$ cat config.mk
export PLATFORM = sky130hd
export DESIGN_NAME = clock_period_meter
export DESIGN_NICKNAME = d
export VERILOG_FILES = /design/src/rtl/clock_period_meter.sv
export SDC_FILE = /design/constraint.sdc
export NUM_CORES = 1
export LEC_CHECK = 0
export ABC_AREA = 1
export CAP_MARGIN = 20
export CORE_MARGIN = 3
export CORE_UTILIZATION = 25
export DETAILED_ROUTE_END_ITERATION = 16
export DONT_BUFFER_PORTS = 1
export GPL_TIMING_DRIVEN = 0
export PLACE_DENSITY_LB_ADDON = 0.15
export SYNTH_ARGS = -nofsm -noshare
export SYNTH_HDL_FRONTEND = slang
export SYNTH_SLANG_ARGS = --single-unit
$ cat constraint.sdc
create_clock -name clk_i -period 2.4 [get_ports clk_i]
set_clock_uncertainty 0.1 [all_clocks]
set_input_delay 0.48 -clock clk_i [delete_from_list [all_inputs] [get_ports clk_i]]
set_output_delay 0.48 -clock clk_i [all_outputs]
set_load 0.02 [all_outputs]
$ cat src/rtl/clock_period_meter.sv
// -----------------------------------------------------------------------------
// clock_period_meter
//
// Measures the period and high time of a slow, asynchronous clock-like input
// in cycles of the fast system clock. A fresh result pair is flagged with a
// single-cycle valid pulse. If no rising edge arrives within the counter
// range, a sticky timeout flag is raised until the next valid result.
//
// Ports:
//   clk_i        fast system clock, all logic on its rising edge
//   reset_n      asynchronous active-low reset
//   sig_i        slow signal under measurement, asynchronous to clk_i
//   period_o     rise-to-rise period of the last complete cycle
//   high_o       rise-to-fall high time of that same cycle
//   valid_o      one-cycle pulse when period_o/high_o update
//   timeout_o    level flag, no rising edge within 2^CNT_W-1 cycles
//   dbg_state_o  FSM state (0 = WAIT_EDGE, 1 = MEASURE)
//
// Handshake: valid_o is a pure strobe with no ready/backpressure. The result
// pair on period_o/high_o is meaningful in the cycle valid_o is high and is
// held stable until the next valid_o pulse.
// -----------------------------------------------------------------------------
module clock_period_meter #(
   parameter int CNT_W = 16
) (
   input  logic             clk_i,
   input  logic             reset_n,
   input  logic             sig_i,
   output logic [CNT_W-1:0] period_o,
   output logic [CNT_W-1:0] high_o,
   output logic             valid_o,
   output logic             timeout_o,
   output logic             dbg_state_o
);

   typedef enum logic {
      WAIT_EDGE = 1'b0,
      MEASURE   = 1'b1
   } state_t;

   localparam logic [CNT_W-1:0] CNT_MAX = '1;
   localparam logic [CNT_W-1:0] CNT_ONE = {{(CNT_W-1){1'b0}}, 1'b1};

   state_t           r_state;
   state_t           w_state_nxt;

   logic             r_s1;
   logic             r_s2;
   logic             r_s3;
   logic             w_rise;
   logic             w_fall;

   logic [CNT_W-1:0] r_cnt;
   logic [CNT_W-1:0] w_cnt_nxt;
   logic [CNT_W-1:0] r_hi_lat;
   logic [CNT_W-1:0] w_hi_lat_nxt;
   logic [CNT_W-1:0] r_period;
   logic [CNT_W-1:0] w_period_nxt;
   logic [CNT_W-1:0] r_high;
   logic [CNT_W-1:0] w_high_nxt;
   logic             r_valid;
   logic             w_valid_nxt;
   logic             r_timeout;
   logic             w_timeout_nxt;

   // Three-flop synchronizer; s1 may go metastable, edges are decoded
   // from the settled s2/s3 pair only.
   always_ff @(posedge clk_i or negedge reset_n) begin
      if (!reset_n) begin
         r_s1 <= 1'b0;
         r_s2 <= 1'b0;
         r_s3 <= 1'b0;
      end else begin
         r_s1 <= sig_i;
         r_s2 <= r_s1;
         r_s3 <= r_s2;
      end
   end

   assign w_rise = r_s2 & ~r_s3;
   assign w_fall = ~r_s2 & r_s3;

   always_ff @(posedge clk_i or negedge reset_n) begin
      if (!reset_n) begin
         r_state   <= WAIT_EDGE;
         r_cnt     <= '0;
         r_hi_lat  <= '0;
         r_period  <= '0;
         r_high    <= '0;
         r_valid   <= 1'b0;
         r_timeout <= 1'b0;
      end else begin
         r_state   <= w_state_nxt;
         r_cnt     <= w_cnt_nxt;
         r_hi_lat  <= w_hi_lat_nxt;
         r_period  <= w_period_nxt;
         r_high    <= w_high_nxt;
         r_valid   <= w_valid_nxt;
         r_timeout <= w_timeout_nxt;
      end
   end

   always_comb begin
      w_state_nxt   = r_state;
      w_cnt_nxt     = r_cnt;
      w_hi_lat_nxt  = r_hi_lat;
      w_period_nxt  = r_period;
      w_high_nxt    = r_high;
      w_valid_nxt   = 1'b0;
      w_timeout_nxt = r_timeout;

      if (r_state == WAIT_EDGE) begin
         // Idle until the first rise; falls carry no information yet.
         w_cnt_nxt = '0;
         if (w_rise) begin
            w_cnt_nxt   = CNT_ONE;
            w_state_nxt = MEASURE;
         end
      end else begin
         if (w_fall) begin
            w_hi_lat_nxt = r_cnt;
         end
         if (w_rise) begin
            // A rise takes priority over the counter limit, so a period of
            // exactly CNT_MAX is still reported. The rise cycle itself is
            // cycle 1 of the next period.
            w_period_nxt  = r_cnt;
            w_high_nxt    = r_hi_lat;
            w_valid_nxt   = 1'b1;
            w_timeout_nxt = 1'b0;
            w_cnt_nxt     = CNT_ONE;
         end else if (r_cnt == CNT_MAX) begin
            // Counter would overflow: give up on this period and wait for
            // a fresh rise. Results keep their last values.
            w_timeout_nxt = 1'b1;
            w_cnt_nxt     = '0;
            w_state_nxt   = WAIT_EDGE;
         end else begin
            w_cnt_nxt = r_cnt + CNT_ONE;
         end
      end
   end

   assign period_o    = r_period;
   assign high_o      = r_high;
   assign valid_o     = r_valid;
   assign timeout_o   = r_timeout;
   assign dbg_state_o = (r_state == MEASURE);

endmodule

; Yosys cells after proc, flatten, opt, wreduce, memory -nomap -nowiden
; Index checks and enable logic that the tools add are counted.
[word_totals]
out_inout_bits = 35
register_bits = 70
word_cells = 31
inputBits = 3
[op_classes]
mux = 11
add_sub_neg = 1
n_eq_ne = 1
n_bitwise = 4
reduce_logical = 4
[op_table]
columns = operator, count
row1 = $mux W16, 3
row2 = $add A16 B1 Y16 const B, 1
row3 = $eq A16 B16 Y1 const B, 1
row4 = $mux W1, 8
row5 = $reduce_and A2 Y1, 3
row6 = $and A1 B1 Y1, 2
row7 = $not A1 Y1, 2
row8 = $reduce_bool A2 Y1, 1

; Longest topological paths before layout
[depth]
ltp_word = 4
mapped_depth = 9

; Worst setup path before layout
; Ideal clock, no wire load.
[synth_path]
path_type = reg2reg
start = register r_cnt[0]
end = register r_cnt[4]
period_less_slack_ns = 1.464
path_slack_ns = 0.936
t_required_ns = 2.179
path_stages_with_launch = 10
arrival_time_ns = 1.243
setup_time_ns = 0.121
path_cell_list = dfrtp_1 -> ha_1 -> nand2_1 -> nor2_4 -> nand2_2 -> nor2_2 -> nand2_1 -> nand3_2 -> buf_6 -> nor2_1
[synth_via]
elab_chain_len = 4
word_cells_on_any_way = 5
[synth_lines]
columns = item, line
row1 = from (decl), 53  ; logic [CNT_W-1:0] r_cnt;
row2 = from (signal assigned), 94  ; r_cnt <= w_cnt_nxt;
row3 = $add A16 B1 Y16 / $eq A16 B16 Y1 (equally long branches), "139, 132"
row4 = $mux W16 (*), 132  ; end else if (r_cnt == CNT_MAX) begin
row5 = $mux W16 (*), 123  ; if (w_rise) begin
row6 = $mux W16 (*), 112  ; if (r_state == WAIT_EDGE) begin
row7 = named net w_cnt_nxt[4], 54  ; logic [CNT_W-1:0] w_cnt_nxt;
; The timed path passes the listed nets; every way through them passes the cells marked *.
; A chain may end at the register's enable or synchronous reset.

; Worst setup path after layout
; Ends and elaborated chain as after synthesis.

==> summary.md <==
| Metric | Value |
|---|---|
| Total power | `between 2 and 3 mW` |
| Final Max Slew Viols | `0` |
| # IOs | `38` |
| Worst slew pin tran | `479 ps` |
| Logic pwr share | `just under 8%` |
| Mux cell area share after synthesis | `0%` |
| Critical Path Most Common Cell | `nand2_1` |
| Hold Path Class | `primary input to flip-flop` |
| Area share of the largest cell type after synthesis | `61.3%` |
| Clock slew at reported path FFs | `around 50 ps` |
| Xor/xnor share of the synthesized area | `1.23%` |
| Synthesized instance count | `316` |
| Ranking of synthesized cells by area | `dfrtp_1 (61%), nand2_1 (15%), o21ai_0 (5.4%)` |
| Compound-Gate Fraction of Synth Area | `slightly above 8%` |
| Layout cells sized above 1 | `11.1%` |
| DRT Pass-1 Iters | `4` |
| Adder-cell share of the synthesized area | `0.438%` |
| RSZ-0062 raised after global routing | `false` |
| Sw Share | `25.5%` |
| Maxcap violations | `0` |
| Initial DRC count | `roughly 110` |
| WP data required | `~2500 ps` |
| Clock share of power | `between 40% and 50%` |
| Combinational family with the most area after synthesis | `simple AND/OR/NAND/NOR gates` |
| CP Max Fanout | `10` |
| Row count | `38` |
| Final RePlAce weighted congestion | `between 0.7 and 0.8` |
| PD cells | `approximately 880 nW/um2` |
| Die footprint | `~13000 um2` |
| Fmax | `around 0.58 GHz` |
| Sequential share of power | `between 40% and 50%` |
| CP peak stage delay | `380 ps` |
| Total congestion overflow | `0` |
| TNS Setup | `0 ps` |
| FILL cells | `1183` |
| Mapped Nets | `320` |
| DP HPWL | `4.91 mm` |
| Avg Cell Area, Syn | `just over 9 um2` |
| CTS tree | `built` |
| Worst hold path depth | `0` |
| Net Sw Power | `between 700 and 800 uW` |
| Crit path capture type | `flip-flop` |
| Hold EP | `r_s1` |
| Seq/Total Area, Yosys | `61.3%` |
| Max Root-Sink Buffers | `2` |
| Post-route minimum period | `1720 ps` |
| Initial Util | `around a quarter` |
| WL final | `a little under 7 mm` |
| Number of global-route vias before repair | `between 2000 and 2500` |
| Yosys warnings | `0` |
| Synth Cell Area | `around 2900 um2` |
| Chip Height | `113 um` |
| Cells along the critical path | `ha_1 > nand2_1 > nor2_4 > nand2_2 > nor2_2 > nand2_1 > nand3_2 > buf_6 > nor2_1` |
| # setup viols final | `0` |
| Register-to-register setup slack | `between 600 and 700 ps` |
| Fin crit share | `71.7%` |
| Unique masters post-synth | `22` |
| Inserted Clock Buffers | `9` |
| Clock Tree Root | `clkbuf_16` |
| Post-CTS sizing | `0` |
| CP Data Arrival Time | `about 1800 ps` |
| Multi-input gate area | `roughly 940 um2` |
| Gr usage total | `about an eighth` |
| Clk Latency, worst-skew pair | `between 300 and 400 ps` |
| Largest net degree at the start of global routing | `71` |
| Worst reg2reg startpoint | `r_cnt[0]` |
| Status | `complete, no violations` |
| Vias | `2027` |
| Internal power component | `between 2 and 2.5 mW` |
| Post-DRT Antenna Nets | `0` |
| Initial antenna violation count | `0` |
| Post-DR wirelength/cell | `14.5 um` |
| H-tree Lvls | `3` |
| Final hold vios | `0` |
| Post-synthesis simple-gate area fraction | `23.1%` |
| Die width | `~110 um` |
| Antenna Cells | `0` |
| Crit path kind | `flip-flop to flip-flop` |
| # DRC | `0` |
| Core area | `between 10000 and 15000 um2` |
| Leak | `roughly 1.6 nW` |
| # nets final | `between 300 and 400` |
| Via density | `between 4 and 5` |
| Port-buffer cells | `0` |
| Startpoint types | `flip-flop` |
| Slowest cell on the critical path | `dfrtp_1` |
| CTS Sinks | `70` |
| Worst vdd ir | `slightly below 0.3 mV` |
| Post-synth top area cell | `dfrtp_1` |
| Layout area overhead | `18.0%` |
| HP Start | `sig_i` |
| First-pass GRT wire length | `~11 mm` |
| Storage cell area | `roughly 1800 um2` |
| FF-to-FF End | `r_cnt[4]` |
| Worst slew margin | `about two thirds` |
| FF-to-FF path depth | `9` |
| Flops & latches, synth | `70` |
-- state kept, by name, summed over array words and instances (netlist names) --
signal,flops
timeout_o,1
r_hi_lat,16
r_s2,1
r_s1,1
valid_o,1
period_o,16
r_cnt,16
high_o,16
r_s3,1
dbg_state_o,1
-- area by class of cell --
cell class	instances	share of cell area [%]
multi-input combinational	210	27.8
clock buffer	12	7.60
timing repair buffer	2	1.11
clock inverter	4	1.34
buffer	10	2.11
tap	140	5.19
sequential	70	51.9
inverter	26	2.89
-- stage by stage --
step	area, um2	cells	setup slack (ps)	util, %	hold WS (ps)
detailed placement	3030	456	694	27.5	89.5
global placement	3030	456	710	27.5	89.4
CTS	3370	474	667	30.6	64.5
global route	3370	474	489	30.6	58.3
floorplan	2860	316	936	-	84.4
finish	3370	474	679	30.6	79.8
-- power by group through the flow --
stage / logic [mW] / registers [mW] / clock network (mW)
after detailed placement: 0.208 / 1.44 / 0
after CTS: 0.241 / 1.42 / 1.38
after global routing: 0.281 / 1.43 / 1.43
final: 0.232 / 1.42 / 1.32
after global placement: 0.204 / 1.44 / 0
after floorplan: 0.157 / 1.42 / 0
-- kinds of logic after synthesis --
kind of cell | after synthesis
flops | 70
buf+inv | 36
xor+xnor | 4
fa+ha+maj | 1
simple gates | 162
compound gates | 43
-- critical path: cells and delay by family, from the launching register on --
kind,cells,cell delay (ps)
adder cells (fa/ha/maj),1,240
buffers and inverters,1,150
AND/OR/NAND/NOR,7,710
flip-flops,1,380
-- synth_stat cells, drive strengths merged --
cell / instances
buf: 7
clkbuf: 3
a21oi: 1
xor2: 3
dfrtp: 70
xnor2: 1
ha: 1
nand3: 11
nand2: 117
nor2: 33
nand4: 1
o21ai: 42
inv: 26
-- worst max path at each step --
stage	end	slack [ps]	depth (start not counted)	start
after floorplan	r_cnt[4]	940	9	r_cnt[0]
after detailed placement	r_cnt[2]	690	9	r_cnt[0]
after CTS	r_cnt[4]	670	9	r_cnt[0]
final	r_cnt[4]	680	9	r_cnt[0]
after global routing	r_cnt[4]	490	9	r_cnt[0]
after global placement	r_cnt[2]	710	9	r_cnt[0]
-- layer usage --
metal	track usage, %	part of all wire (%)	vias up
met2	17.9	47	38
met3	3.85	4.4	13
met5	0	0	-
met1	15.2	46	963
met4	4.81	2.1	0
li1	-	-	1013
-- placed cells by master (no fill, tap or decap) --
cell / instances
clkbuf_16: 9
o21ai_2: 4
clkbuf_8: 2
buf_6: 4
o21ai_0: 31
nand3_1: 10
a21oi_1: 1
xnor2_1: 1
buf_2: 3
clkbuf_1: 4
nand2_2: 1
dfrtp_1: 70
bufinv_16: 1
nor2_1: 29
nand4_1: 1
inv_1: 22
nand3_2: 1
nor2_4: 1
buf_16: 1
dlygate4sd3_1: 1
nor2_2: 2
xor2_1: 3
o21ai_1: 7
nor2_8: 1
clkinv_2: 3
inv_2: 4
ha_1: 1
nand2_1: 116
-- repair_timing --
action	in CTS	in global routing
buffers inserted	0	0
setup endpoints to repair	0	0
endpoints found under the hold margin	70	0
hold buffers	2	0
Note: power is estimated with default switching activity, not from simulation.
